**config.mk**
```make
export PLATFORM = sky130hd
export DESIGN_NAME = cam_download_streamer
export DESIGN_NICKNAME = d
export VERILOG_FILES = /design/src/rtl/cam_download_streamer.sv
export SDC_FILE = /design/constraint.sdc
export NUM_CORES = 1
export LEC_CHECK = 0
export CAP_MARGIN = 20
export CORE_MARGIN = 4
export CORE_UTILIZATION = 35
export CTS_BUF_LIST = sky130_fd_sc_hd__clkbuf_8 sky130_fd_sc_hd__clkbuf_16
export DETAILED_ROUTE_END_ITERATION = 12
export GPL_ROUTABILITY_DRIVEN = 0
export PLACE_DENSITY = 0.49
export SLEW_MARGIN = 20
export SYNTH_ARGS = -nofsm -noshare
export SYNTH_HDL_FRONTEND = slang
export SYNTH_SLANG_ARGS = --single-unit
export TNS_END_PERCENT = 1
```
**constraint.sdc**
```tcl
create_clock -name clock -period 6.87 [get_ports clock]
set_clock_uncertainty 0.1 [all_clocks]
set_input_delay 1.374 -clock clock [delete_from_list [all_inputs] [get_ports clock]]
set_output_delay 1.374 -clock clock [all_outputs]
set_load 0.1 [all_outputs]
```
**src/rtl/cam_download_streamer.sv**
```systemverilog
// Per-camera capture store: fills a small RAM with LFSR frame bytes while filming,
// then streams the stored bytes to the microcontroller over a 4-phase strobe/ack handshake.
module cam_download_streamer #(
    parameter int unsigned BYTES_PER_STEP = 4,
    parameter int unsigned MAX_PCT        = 10,
    parameter int unsigned PTR_W          = 6
) (
    input  logic             clock,
    input  logic             reset_n,
    input  logic [3:0]       percent,
    input  logic             empty_buffer,
    input  logic             ack,
    output logic [7:0]       cur_byte,
    output logic             strobe,
    output logic             done,
    output logic             overflow,
    output logic [PTR_W-1:0] level
);

    localparam int unsigned DEPTH   = MAX_PCT * BYTES_PER_STEP;
    localparam int unsigned BURST_W = $clog2(BYTES_PER_STEP + 1);
    localparam int unsigned PCT_W   = 4;
    localparam int unsigned BYTE_W  = 8;

    typedef enum logic [2:0] {
        S_IDLE,
        S_CAPTURE,
        S_PRESENT,
        S_WAIT_ACK_LO,
        S_DONE
    } state_t;

    state_t              state_q, state_d;
    logic [PTR_W-1:0]    wr_ptr_q, wr_ptr_d;
    logic [PTR_W-1:0]    rd_ptr_q, rd_ptr_d;
    logic [PTR_W-1:0]    level_q, level_d;
    logic [BYTE_W-1:0]   lfsr_q, lfsr_d;
    logic [PCT_W-1:0]    last_pct_q, last_pct_d;
    logic [BURST_W-1:0]  burst_q, burst_d;
    logic [BYTE_W-1:0]   cur_byte_q, cur_byte_d;
    logic                strobe_q, strobe_d;
    logic                done_q, done_d;
    logic                overflow_q, overflow_d;
    logic                ack_meta_q, ack_s_q;

    logic [BYTE_W-1:0]   mem [DEPTH];
    logic                we_c;
    logic                full_c;
    logic [BYTE_W-1:0]   lfsr_next_c;

    assign full_c      = (wr_ptr_q >= PTR_W'(DEPTH));
    assign lfsr_next_c = {lfsr_q[6:0], lfsr_q[7] ^ lfsr_q[5] ^ lfsr_q[4] ^ lfsr_q[3]};

    // Two-flop synchronizer for the asynchronous microcontroller ack
    always_ff @(posedge clock or negedge reset_n) begin
        if (!reset_n) begin
            ack_meta_q <= 1'b0;
            ack_s_q    <= 1'b0;
        end else begin
            ack_meta_q <= ack;
            ack_s_q    <= ack_meta_q;
        end
    end

    // Capture RAM; contents survive reset
    always_ff @(posedge clock) begin
        if (we_c) begin
            mem[wr_ptr_q] <= lfsr_q;
        end
    end

    always_comb begin
        state_d    = state_q;
        wr_ptr_d   = wr_ptr_q;
        rd_ptr_d   = rd_ptr_q;
        lfsr_d     = lfsr_q;
        last_pct_d = last_pct_q;
        burst_d    = burst_q;
        cur_byte_d = cur_byte_q;
        strobe_d   = strobe_q;
        done_d     = 1'b0;
        overflow_d = overflow_q;
        we_c       = 1'b0;

        case (state_q)
            S_IDLE: begin
                strobe_d = 1'b0;
                if (!empty_buffer) begin
                    if (percent == '0) begin
                        wr_ptr_d   = '0;
                        rd_ptr_d   = '0;
                        last_pct_d = '0;
                    end else if (percent > last_pct_q) begin
                        // A multi-step jump still yields a single burst
                        last_pct_d = percent;
                        burst_d    = BURST_W'(BYTES_PER_STEP);
                        state_d    = S_CAPTURE;
                    end
                end else if (level_q != '0) begin
                    cur_byte_d = mem[rd_ptr_q];
                    state_d    = S_PRESENT;
                end
            end

            S_CAPTURE: begin
                if (full_c) begin
                    overflow_d = 1'b1;
                end else begin
                    we_c     = 1'b1;
                    wr_ptr_d = wr_ptr_q + PTR_W'(1);
                    lfsr_d   = lfsr_next_c;
                end
                burst_d = burst_q - BURST_W'(1);
                if (burst_q == BURST_W'(1)) begin
                    state_d = S_IDLE;
                end
            end

            S_PRESENT: begin
                if (!empty_buffer) begin
                    strobe_d = 1'b0;
                    state_d  = S_IDLE;
                end else if (ack_s_q) begin
                    strobe_d = 1'b0;
                    rd_ptr_d = rd_ptr_q + PTR_W'(1);
                    state_d  = S_WAIT_ACK_LO;
                end else begin
                    strobe_d = 1'b1;
                end
            end

            S_WAIT_ACK_LO: begin
                if (!empty_buffer) begin
                    strobe_d = 1'b0;
                    state_d  = S_IDLE;
                end else if (!ack_s_q) begin
                    if (rd_ptr_q == wr_ptr_q) begin
                        done_d  = 1'b1;
                        state_d = S_DONE;
                    end else begin
                        cur_byte_d = mem[rd_ptr_q];
                        state_d    = S_PRESENT;
                    end
                end
            end

            S_DONE: begin
                wr_ptr_d = '0;
                rd_ptr_d = '0;
                state_d  = S_IDLE;
            end

            default: begin
                state_d = S_IDLE;
            end
        endcase

        level_d = wr_ptr_d - rd_ptr_d;
    end

    always_ff @(posedge clock or negedge reset_n) begin
        if (!reset_n) begin
            state_q    <= S_IDLE;
            wr_ptr_q   <= '0;
            rd_ptr_q   <= '0;
            level_q    <= '0;
            lfsr_q     <= BYTE_W'(8'h01);
            last_pct_q <= '0;
            burst_q    <= '0;
            cur_byte_q <= '0;
            strobe_q   <= 1'b0;
            done_q     <= 1'b0;
            overflow_q <= 1'b0;
        end else begin
            state_q    <= state_d;
            wr_ptr_q   <= wr_ptr_d;
            rd_ptr_q   <= rd_ptr_d;
            level_q    <= level_d;
            lfsr_q     <= lfsr_d;
            last_pct_q <= last_pct_d;
            burst_q    <= burst_d;
            cur_byte_q <= cur_byte_d;
            strobe_q   <= strobe_d;
            done_q     <= done_d;
            overflow_q <= overflow_d;
        end
    end

    assign cur_byte = cur_byte_q;
    assign strobe   = strobe_q;
    assign done     = done_q;
    assign overflow = overflow_q;
    assign level    = level_q;

endmodule

```
==> flow_summary.yaml, run 1 <==
place:
  place_area_mm2: 0.0160
  hpwl_um: 21600
  pre_cts_slack_ns: 2.20
  port-buffer-count: 24
cts:
  clk_pin_slew_ns: 0.06
  hold_buffers: 0
  cts_tree: "done"
  cts_made_buffers: 41
  ctsResizeCount: 0
  cts_max_path_buffers: 3
  insertion_delay_ns: 0.55
  post_cts_buffers: 0
  clkSinkCount: 369
  htreeDepth: 2
  cts_root_buf: "clkbuf_16"
final_layout:
  antenna_cells: 0
  finalNetCount: 922
  mostFrequentLayoutCells: "320 x edfxtp_1, 79 x mux4_2, 75 x nand2_1"
  area_growth_pct: 14.0
  mostFrequentLayoutCell: "edfxtp_1"
  multiInputGateArea_mm2: 0.00397
  final_area_mm2: 0.0173
  ff_latch_area_mm2: 0.0108
  fill_cells: 3983
  layout-drive-gt1-share_pct: 19.1
job:
  cap_violations: 0
sta:
  whs_ns: 0.274
  hold_viol_final: 0
  tns_ns: 0
  setup_viol: 0
  tightestPinTransition_ns: 1.08
  fin_ws_ns: 2.72
  rsz0062_at_grt: "false"
  maxClockFrequency_ghz: 0.241
  maxSlewViolCount: 0
  layout_min_cycle_time_ns: 4.15
  slew_headroom_pct: 27.7
  timing.final.crit_share_pct: 60.4
power_and_ir_drop:
  p_per_area_mw_per_mm2: 393
  vdd_drop_max_v: 0.000370
  power_w: 0.00681
  power.leakage_nw: 5.66
synthesis:
  synth_ff_type: "edfxtp_1"
  syn_avg_cell_area_um2: 17.6
  synthArstFlopShare_pct: 13.3
  yosysSeqAreaShare_pct: 71.4
  ys_ff_latch: 369
  yosysWarnings: 0
  synth_area_leaders: "edfxtp_1 63%, mux4_2 12%, dfrtp_1 7.9%"
  synth_cell_type_count: 68
  syn_nets: 886
  synth_edf_count: 320
  synth_area_mm2: 0.0152
  synth_cells: 863
  yosys.area.top_type_share_pct: 63.3
  yosys.area.top_type: "edfxtp_1"
drt:
  num_vias: 7674
  wl_per_cell_um: 23.3
  antenna_left: 0
  first_iter_violations: 626
  wl_um: 35300
  dr.pass1.iters: 4
  vias_per_cell: 5.07
  drc: 0
min_path:
  hp-class: "reg2reg"
  min_to: "ack_s_q"
  min_from: "ack_meta_q"
  min_path_cells: 0
worst_setup_path:
  path_common_cell: "o21ai_0"
  setup.worst_path.start_class: "input pin"
  slowest_stage: "or4_4"
  r2r_start: "rd_ptr_q[1]"
  slowest_delay_ns: 0.59
  crit_path_end_kind: "flip-flop"
  cp.buffers_inverters: 1
  ff2ff_setup_slack_ns: 3.24
  cp.required_ns: 7.19
  critical-path-top-delay-family: "compound AO/OA/AOI/OAI gates"
  path_max_fanout: 4
  worstPathArrival_ns: 4.47
  crit_chain: "clkdlybuf4s50_1 > or4_4 > nor2_4 > nor3_1 > a211oi_2 > o21ai_0 > a22o_1 > ha_1 > a21o_1 > a21oi_1 > o21ai_0 > xnor3_1"
  rr_worst_depth: 10
  critPathKind: "in2reg"
  reg2reg_to: "level[5]"
grt:
  grt_overflow: 0
  grt_pass1_vias: 7877
  grtUsageTotal_pct: 15.3
  grt_max_degree: 50
  antenna_found_initial: 0
  grt_first_pass_wirelength_um: 53200
floorplanning:
  dieHeight_um: 216
  dieArea_mm2: 0.0468
  start_util_pct: 35.3
  core_area_mm2: 0.0430
  rows: 76
  pin_count: 25
  die_width_um: 216
status:
  status: "finished, final reports clean"
-- sequential cells by signal, summed over array words and instances (netlist names), 3 cells and up --
| register | flops |
|---|---|
| level | 6 |
| cur_byte | 8 |
| lfsr_q | 8 |
| mem | 320 |
| burst_q | 3 |
| state_q | 3 |
| last_pct_q | 4 |
| wr_ptr_q | 6 |
| rd_ptr_q | 6 |
-- cells by family (layout without fill, tap and decap cells) --
logic type | Yosys count | count (layout) | synth area share [%]
muxes | 106 | 106 | 13.5
adders and majority gates | 15 | 15 | 1.29
and+or+nand+nor | 204 | 204 | 6.22
buffers and inverters | 67 | 133 | 2.51
DFF | 369 | 369 | 71.4
AOI/OAI and AO/OA | 87 | 87 | 4.07
xor gates and xnor gates | 15 | 15 | 0.956
-- layout make-up --
class	count	share of cell area [%]
sequential	369	62.7
clock buffer	47	6.54
inverter	19	0.412
tap	585	4.23
timing repair buffer	41	2.10
clock inverter	26	1.08
multi-input combinational	427	23.0
-- worst max path at each step --
stage	from	end	slack, ns	depth (start not counted)
detailed placement	percent[0]	level[5]	2.20	12
finish	percent[0]	level[5]	2.72	12
global placement	percent[0]	level[5]	2.24	12
global route	percent[0]	level[5]	2.58	12
floorplan	percent[0]	level[5]	2.99	11
CTS	percent[0]	level[5]	2.77	12
-- worst reg2reg max path, cell delays in order (launching register included) --
cell and delay [ns]:
dfrtp_4 1.00, buf_4 0.66, nand2_1 0.29, nor2_1 0.20, nor2_1 0.05, o21ai_0 0.13
a21boi_0 0.32, ha_1 0.25, nand2_1 0.06, o21ai_0 0.19, xnor3_1 0.25
-- power by group --
group	internal [W]	switching (W)	total, W
Combinational	0.000525	0.00103	0.00155
Sequential	0.00282	0.000302	0.00312
Clock	0.00128	0.000855	0.00213
Total	0.00462	0.00219	0.00681
-- metrics by stage --
stage	util, %	std cells
floorplan	-	863
global placement	37.2	1440
detailed placement	37.2	1440
CTS	40.2	1513
global route	40.3	1514
finish	40.3	1514
-- cells in the mapped netlist (3+ instances only) --
cell type,instances
edfxtp_1,320
inv_1,17
xnor2_1,11
dfrtp_1,48
ha_1,14
nor3_1,3
a2111oi_0,6
a22oi_1,3
nor4_1,7
o21a_1,3
nand2b_1,4
a31oi_1,9
clkbuf_1,13
nor2_1,63
a21oi_1,22
mux4_2,79
buf_2,10
nand3_1,13
o21ai_0,9
a221oi_1,5
a21o_1,3
nand4_1,5
buf_4,13
nand2_1,75
mux2_2,5
nor2b_1,12
and3_1,3
mux2i_1,22
a211oi_1,5
xor2_1,3
buf_6,6
-- per-layer routing --
| metal | track usage, % | up-vias | wire length (um) |
|---|---|---|---|
| met3 | 2.78 | 40 | 1430 |
| met1 | 22.1 | 4038 | 16400 |
| met2 | 24.3 | 128 | 16900 |
| met4 | 3.97 | 0 | 612 |
| li1 | - | 3468 | - |
| met5 | 0 | - | 0 |
Power figures use the tool's default switching activity.
==> inputs of run 2 (changes only) <==
- PLACE_DENSITY: 0.49 -> 0.5
- clock period: 6.87 -> 3.45 ns (I/O delays scaled with it)
==> run 2 against run 1 <==
- cell area rose by 2.4%
- clock power rose by 83%
- setup slack got worse by 2.4 ns
- routed wire length rose by 3.0%
- clock-buffer cell count fell by 3
- critical endpoint unchanged
- hold slack got worse by 0.16 ns
- flip-flop and latch count did not move
- critical path type unchanged
- die area did not move
==> flow_summary.yaml, run 2 (synthesis results as in run 1) <==
sta:
  maxClockFrequency_ghz: 0.316
  whs_ns: 0.118
  maxSlewViolCount: 0
  tightestPinTransition_ns: 1.02
  rsz0062_at_grt: "false"
  tns_ns: 0
  fin_ws_ns: 0.283
  hold_viol_final: 0
  timing.final.crit_share_pct: 91.8
  layout_min_cycle_time_ns: 3.17
  setup_viol: 0
  slew_headroom_pct: 31.8
place:
  pre_cts_slack_ns: -0.283
  place_inst: 1517
  hpwl_um: 22800
  place_area_mm2: 0.0165
  port-buffer-count: 24
power_and_ir_drop:
  vdd_drop_max_v: 0.000644
  p_per_area_mw_per_mm2: 754
  power.leakage_nw: 6.01
worst_setup_path:
  crit_chain: "clkdlybuf4s50_1 > or4_4 > nor2_4 > nor3_1 > a211oi_2 > o21ai_0 > a22o_1 > ha_1 > a21o_1 > a21oi_1 > o21ai_0 > xnor3_1"
  path_common_cell: "o21ai_0"
  path_max_fanout: 3
  path_depth: 12
  cp.required_ns: 3.77
  worstPathArrival_ns: 3.49
  setup.worst_path.start_class: "input pin"
  cp.buffers_inverters: 1
  slowest_stage: "or4_4"
  critical-path-top-delay-family: "compound AO/OA/AOI/OAI gates"
  critPathKind: "in2reg"
  crit_path_end_kind: "flip-flop"
  rr_worst_depth: 8
  slowest_delay_ns: 0.56
drt:
  vias_per_cell: 5.06
  wl_um: 36400
  num_vias: 8041
  wl_per_cell_um: 22.9
  dr_wl_met2_um: 17500
  antenna_left: 0
  first_iter_violations: 503
  drc: 0
  routed.top_layer: "met4"
  met3_length_um: 1840
  dr.pass1.iters: 5
  wirelength_met1_um: 16300
grt:
  grtUsageTotal_pct: 15.8
  antenna_found_initial: 0
  grt_pass1_vias: 8487
  grt_overflow: 0
  grt_max_degree: 44
  grt_first_pass_wirelength_um: 55400
final_layout:
  area_growth_pct: 16.8
  top_register: "mem"
  fill_cells: 3960
  ff_latch_area_mm2: 0.0108
  layout-drive-gt1-share_pct: 26.4
  finalNonFillerCells: 1588
  mostFrequentLayoutCells: "320 x edfxtp_1, 107 x buf_4, 79 x mux4_2"
  mostFrequentLayoutCell: "edfxtp_1"
  multiInputGateArea_mm2: 0.00397
  antenna_cells: 0
  largest_reg_flops: 320
  final_area_mm2: 0.0177
  finalNetCount: 997
status:
  status: "finished, final reports clean"
cts:
  ctsResizeCount: 0
  cts_root_buf: "clkbuf_16"
  cts_max_path_buffers: 3
  cts_made_buffers: 40
  hold_buffers: 0
  post_cts_buffers: 0
  clk_pin_slew_ns: 0.06
  cts_tree: "done"
  htreeDepth: 2
  clkSinkCount: 369
  insertion_delay_ns: 0.55
floorplanning:
  die_width_um: 216
  rows: 76
  start_util_pct: 35.3
  core_area_mm2: 0.0430
  pin_count: 25
  dieArea_mm2: 0.0468
  dieHeight_um: 216
min_path:
  hp-class: "in2async"
job:
  cap_violations: 0
[run 2: worst paths after layout]
check	slack (ns)	end	startpoint
worst max-delay path	0.28	level[5]	percent[0]
worst min-delay path	0.12	burst_q[1]	reset_n
worst max register to register	0.57	level[5]	wr_ptr_q[1]
worst min register to register	0.25	ack_s_q	ack_meta_q
max in group asynchronous	2.39	lfsr_q[0]	reset_n
min in group clock	0.25	ack_s_q	ack_meta_q
[run 2: final cells by class]
class	instances	area share [%]
Sequential cell	369	61.2
Multi-Input combinational cell	427	22.4
Clock buffer	44	6.02
Timing Repair Buffer	117	5.24
Tap cell	585	4.13
Clock inverter	27	0.642
Inverter	19	0.402
[run 2: worst register-to-register path, stage by stage, from the launching register on]
cell and delay (ns):
dfrtp_1 0.65, clkinv_1 0.34, ha_1 0.41, a22o_1 0.28, ha_1 0.30, a21o_1 0.15
a21oi_1 0.21, o21ai_0 0.14, xnor3_1 0.19
[run 2: stage by stage]
step           power (W)  util (%)
6_report          0.0134      41.2
3_5_place_dp     0.00962      38.5
5_1_grt           0.0140      41.2
3_3_place_gp     0.00959      38.5
2_1_floorplan    0.00837         -
4_1_cts           0.0136      41.2
[run 2: power breakdown]
part / switching, W / total, W / leakage (nW) / internal (W)
clock network: 0.00169 / 0.00390 / 0.628 / 0.00220
logic: 0.00213 / 0.00332 / 1.88 / 0.00119
registers: 0.000545 / 0.00615 / 3.50 / 0.00561
total: 0.00437 / 0.0134 / 6.01 / 0.00900
[run 2: layer usage]
metal  vias up  global-route usage, %
met5         -                      0
met4         0                   4.22
met3        45                   3.00
met2       176                   25.7
met1      4206                   22.1
li1       3614                      -
